==> config.mk <==
export PLATFORM = sky130hd
export DESIGN_NAME = serial_adder
export DESIGN_NICKNAME = d
export VERILOG_FILES = /design/src/rtl/serial_adder.sv
export SDC_FILE = /design/constraint.sdc
export NUM_CORES = 1
export LEC_CHECK = 0
export ABC_AREA = 0
export BUFFER_PORTS_ARGS = -buffer_cell sky130_fd_sc_hd__buf_2
export CORE_MARGIN = 3
export CORE_UTILIZATION = 55
export DETAILED_ROUTE_END_ITERATION = 6
export GPL_TIMING_DRIVEN = 1
export PLACE_DENSITY = 0.87
export RECOVER_POWER = 50
export SKIP_LAST_GASP = 1
export SYNTH_ARGS = -nofsm -noshare
export SYNTH_HDL_FRONTEND = slang
export SYNTH_SLANG_ARGS = --single-unit
==> constraint.sdc <==
create_clock -name i_clk -period 2.3 [get_ports i_clk]
set_input_delay 0.115 -clock i_clk [delete_from_list [all_inputs] [get_ports i_clk]]
set_output_delay 0.115 -clock i_clk [all_outputs]
set_load 0.1 [all_outputs]
==> src/rtl/serial_adder.sv <==
// Bit-serial adder: operands are latched on a start request, added one bit
// per cycle LSB-first, and the sum, carry-out and signed overflow are
// published together with a one-cycle o_valid pulse.
module serial_adder #(
  parameter int BUS_WIDTH = 8
) (
  input  logic                 i_clk,
  input  logic                 i_rst_n,
  input  logic                 i_valid,
  input  logic [BUS_WIDTH-1:0] i_a,
  input  logic [BUS_WIDTH-1:0] i_b,
  input  logic                 i_cin,
  output logic                 o_ready,
  output logic                 o_valid,
  output logic [BUS_WIDTH-1:0] o_c,
  output logic                 o_cout,
  output logic                 o_ovf
);

  localparam int CNT_W = $clog2(BUS_WIDTH + 1);
  localparam logic [CNT_W-1:0] LAST_CNT = CNT_W'(BUS_WIDTH - 1);

  typedef enum logic [1:0] {
    S_IDLE = 2'd0,
    S_BUSY = 2'd1,
    S_DONE = 2'd2
  } state_t;

  state_t               state_q, state_d;
  logic [BUS_WIDTH-1:0] a_q, a_d;
  logic [BUS_WIDTH-1:0] b_q, b_d;
  logic [BUS_WIDTH-1:0] sum_q, sum_d;
  logic                 carry_q, carry_d;
  logic [CNT_W-1:0]     cnt_q, cnt_d;
  logic [BUS_WIDTH-1:0] c_q, c_d;
  logic                 cout_q, cout_d;
  logic                 ovf_q, ovf_d;

  logic load_s;
  logic step_s;
  logic last_s;
  logic sum_bit_s;
  logic carry_nxt_s;

  assign load_s      = (state_q == S_IDLE) && i_valid;
  assign step_s      = (state_q == S_BUSY);
  assign last_s      = step_s && (cnt_q == LAST_CNT);
  assign sum_bit_s   = a_q[0] ^ b_q[0] ^ carry_q;
  assign carry_nxt_s = (a_q[0] & b_q[0]) | (a_q[0] & carry_q) | (b_q[0] & carry_q);

  // State register and datapath registers; reset aborts any operation in flight.
  always_ff @(posedge i_clk) begin
    if (!i_rst_n) begin
      state_q <= S_IDLE;
      a_q     <= '0;
      b_q     <= '0;
      sum_q   <= '0;
      carry_q <= 1'b0;
      cnt_q   <= '0;
      c_q     <= '0;
      cout_q  <= 1'b0;
      ovf_q   <= 1'b0;
    end else begin
      state_q <= state_d;
      a_q     <= a_d;
      b_q     <= b_d;
      sum_q   <= sum_d;
      carry_q <= carry_d;
      cnt_q   <= cnt_d;
      c_q     <= c_d;
      cout_q  <= cout_d;
      ovf_q   <= ovf_d;
    end
  end

  // Next-state logic: BUSY runs exactly BUS_WIDTH cycles regardless of operands.
  always_comb begin
    state_d = state_q;
    case (state_q)
      S_IDLE: begin
        if (i_valid) begin
          state_d = S_BUSY;
        end else begin
          state_d = S_IDLE;
        end
      end
      S_BUSY: begin
        if (cnt_q == LAST_CNT) begin
          state_d = S_DONE;
        end else begin
          state_d = S_BUSY;
        end
      end
      S_DONE:  state_d = S_IDLE;
      default: state_d = S_IDLE;
    endcase
  end

  // Datapath next values: load on accept, one full-adder step per BUSY cycle,
  // and publish results on the final (MSB) step so they are valid in DONE.
  always_comb begin
    a_d     = a_q;
    b_d     = b_q;
    sum_d   = sum_q;
    carry_d = carry_q;
    cnt_d   = cnt_q;
    c_d     = c_q;
    cout_d  = cout_q;
    ovf_d   = ovf_q;
    if (load_s) begin
      a_d     = i_a;
      b_d     = i_b;
      sum_d   = '0;
      carry_d = i_cin;
      cnt_d   = '0;
    end else if (step_s) begin
      a_d     = {1'b0, a_q[BUS_WIDTH-1:1]};
      b_d     = {1'b0, b_q[BUS_WIDTH-1:1]};
      sum_d   = {sum_bit_s, sum_q[BUS_WIDTH-1:1]};
      carry_d = carry_nxt_s;
      cnt_d   = cnt_q + CNT_W'(1);
      if (last_s) begin
        // carry_q here is the carry into the MSB; carry_nxt_s is the carry out.
        c_d    = {sum_bit_s, sum_q[BUS_WIDTH-1:1]};
        cout_d = carry_nxt_s;
        ovf_d  = carry_q ^ carry_nxt_s;
      end else begin
        c_d    = c_q;
        cout_d = cout_q;
        ovf_d  = ovf_q;
      end
    end else begin
      a_d = a_q;
    end
  end

  // Handshake outputs decoded from the state register.
  always_comb begin
    o_ready = 1'b0;
    o_valid = 1'b0;
    case (state_q)
      S_IDLE:  o_ready = 1'b1;
      S_BUSY:  o_ready = 1'b0;
      S_DONE:  o_valid = 1'b1;
      default: o_ready = 1'b0;
    endcase
  end

  assign o_c    = c_q;
  assign o_cout = cout_q;
  assign o_ovf  = ovf_q;

endmodule

==> run metrics <==
Slew Viols, Final 0; die area 0.003810 mm²; final WL 3378 µm; Nets 250; Setup-failing EPs final 0; worst-path cell chain and2b_1 -> and2_1 -> mux2i_1; core area 0.002853 mm²; Root Buffer clkbuf_4; # diodes 0; Max Cap Viol 0; drt via density 5.577; Synth cell types 33; Slowest-stage cell, CP dfxtp_1; most common cell after layout, fill and taps aside nand2_1; Starting Density 59.87%; Seq/Total Area, Yosys 46.89%; multi-input logic area 814.5 µm²; RSZ-0062 raised after global routing false; FMAX 0.5826 GHz; first-pass GRT wire length 5326 µm; Synth Register Bits 40; Hold Crit Class in -> reg; P&R area growth vs syn 11.72%; CTS-repair resized insts 0; TritonCTS clock tree yes; Clock Latency Late Sink 0.36 ns; CP Class reg -> reg; # fillers 260; initial antenna violation count 0; met1 GRT Util 21.47%; Post-CTS Setup Bufs 0; Worst EP arrival 2.00 ns; status finished, final reports clean; share of post-route cells with drive strength above 1 17.90%; H-tree depth 2; met3 GRT Util 7.231%; Final Hold Vio Count 0; DRT antenna net count 0; CTS buffer count 5; CP Launch Type flip-flop; Tcrit/Tclk final 74.62%; die width 61.73 µm; aggregate global routing overflow 0; Worst setup EP type flip-flop; # clock sinks 40; via count 1450; final core utilization 66.89%; Reg area 800.8 µm²; mux share of post-synthesis cell area 5.275%; Setup Skew 0.009048 ns; CP Max Fanout 16; slew of the pin with the lowest slew margin 1.172 ns; CTS Buffer Depth 2; Tmin final 1.716 ns; Synth Area in Simple Gates 20.37%; Req. time, crit path 2.58 ns; GRT Util Overall 19.13%; pin count of the biggest net entering global routing 25; Net Count, Synth 222; cells after synthesis 200; number of port buffers 31; largest family of logic cells by synthesized area simple AND/OR/NAND/NOR gates; placer congestion estimate 0.7536; setup tns final 0 ns; io pins 32; met2 Usage GRT 32.88%; xor/xnor share of the synthesized area 1.538%; Routed wire per std cell 12.99 µm; hold_buf cts 1; Synth Area in Adders 1.905%; GRT busiest layer met2; Compound-Gate Fraction of Synth Area 18.61%; Pleak 0.7192 nW; pwr dens 674.4 mW/mm²; Max IR drop VDD 0.3634 mV; DRT Pass-1 Iters 4; dpl hpwl 2238 µm; clock slew at reported path FFs 0.12 ns; Rel. slew slack 22.23%; Die Y 61.73 µm; FP Rows 19; DR DRC count 0; drt first-iter violations 55; vias in the first global route 1282; commonest non-fill, non-tap cells in the layout nand2_1, dfxtp_1, a21oi_1, buf_2, clkbuf_1; YS warnings 0; syn_area_per_cell 8.539 µm²; Mapped Area 0.001708 mm²; crit-path max cell delay 0.68 ns
## cell usage after synthesis, drive strengths merged
library cell | n | area (µm²)
o211a | 1 | 10.01
or3b | 1 | 8.760
nand3b | 1 | 7.510
xor2 | 1 | 8.760
nand2 | 49 | 183.9
inv | 2 | 7.510
nor3b | 3 | 27.52
and3b | 1 | 8.760
and2b | 1 | 7.510
nand3 | 4 | 20.02
o221a | 4 | 45.04
xnor2 | 2 | 17.52
fa | 1 | 20.02
and2 | 2 | 12.51
and3 | 1 | 6.260
a21boi | 2 | 15.01
o21ai | 13 | 76.33
dfxtp | 40 | 800.8
nor2 | 7 | 26.28
nand2b | 1 | 13.76
buf | 12 | 73.82
ha | 1 | 12.51
clkbuf | 3 | 11.26
a21oi | 33 | 165.2
or3 | 1 | 6.260
a31oi | 1 | 6.260
nor2b | 3 | 18.77
mux2i | 9 | 90.09
## sequential cells by signal, summed over array words and instances (netlist names)
register / flops
sum_q: 7
o_c: 8
a_q: 8
state_q: 2
o_ovf: 1
carry_q: 1
cnt_q: 4
b_q: 8
o_cout: 1
## worst paths after layout
| check | startpoint | end | slack (ns) | cells past startpoint |
|---|---|---|---|---|
| min | i_a[1] | a_q[1] | 0.02 | 3 |
| max | state_q[0] | o_c[1] | 0.58 | 3 |
| min reg2reg | a_q[2] | a_q[1] | 0.46 | 2 |
| max reg2reg | state_q[0] | o_c[1] | 0.58 | 3 |
## cell families after synthesis
kind of cell             Yosys count
multiplexers                       9
AO/OA/AOI/OAI                     54
flip-flops                        40
XOR/XNOR                           3
adder cells (fa/ha/maj)            2
AND/OR/NAND/NOR                   75
buffers and inverters             17
## power by group
group / switching (mW) / leakage [nW] / internal, mW / total, mW
Clock: 0.227 / 0.0380 / 0.145 / 0.372
Combinational: 0.0990 / 0.355 / 0.0676 / 0.167
Sequential: 0.0244 / 0.327 / 0.724 / 0.748
Total: 0.350 / 0.719 / 0.937 / 1.29
## layer usage
layer | routed length (µm) | vias up
met5 | 0 | -
met4 | 51 | 0
met3 | 194 | 7
met2 | 1582 | 34
met1 | 1550 | 676
li1 | - | 733
## through the flow
stage	total power, mW	hold WS (ns)	cell area, µm²	cells	worst slack, ns
global placement	0.9243	0.3794	1839	250	0.6621
detailed placement	0.9275	0.3765	1839	250	0.5690
floorplan	0.8857	0.2600	1708	200	0.3088
CTS	1.294	0.004380	1911	259	0.5569
finish	1.287	0.01613	1908	260	0.5836
global route	1.353	0.01152	1908	260	0.4623
## critical path, delay by kind of cell (launching register included)
family | cells | cell delay, ns
muxes | 1 | 0.25
DFF | 1 | 0.68
and+or+nand+nor | 2 | 0.72
## final cells by class
class / instances / share of cell area (%)
Sequential cell: 40 / 41.97
Inverter: 2 / 0.3934
Tap cell: 31 / 2.033
Clock inverter: 2 / 0.5246
Timing Repair Buffer: 36 / 9.705
Multi-Input combinational cell: 143 / 42.69
Clock buffer: 6 / 2.689
Note: power is estimated with default switching activity, not from simulation.
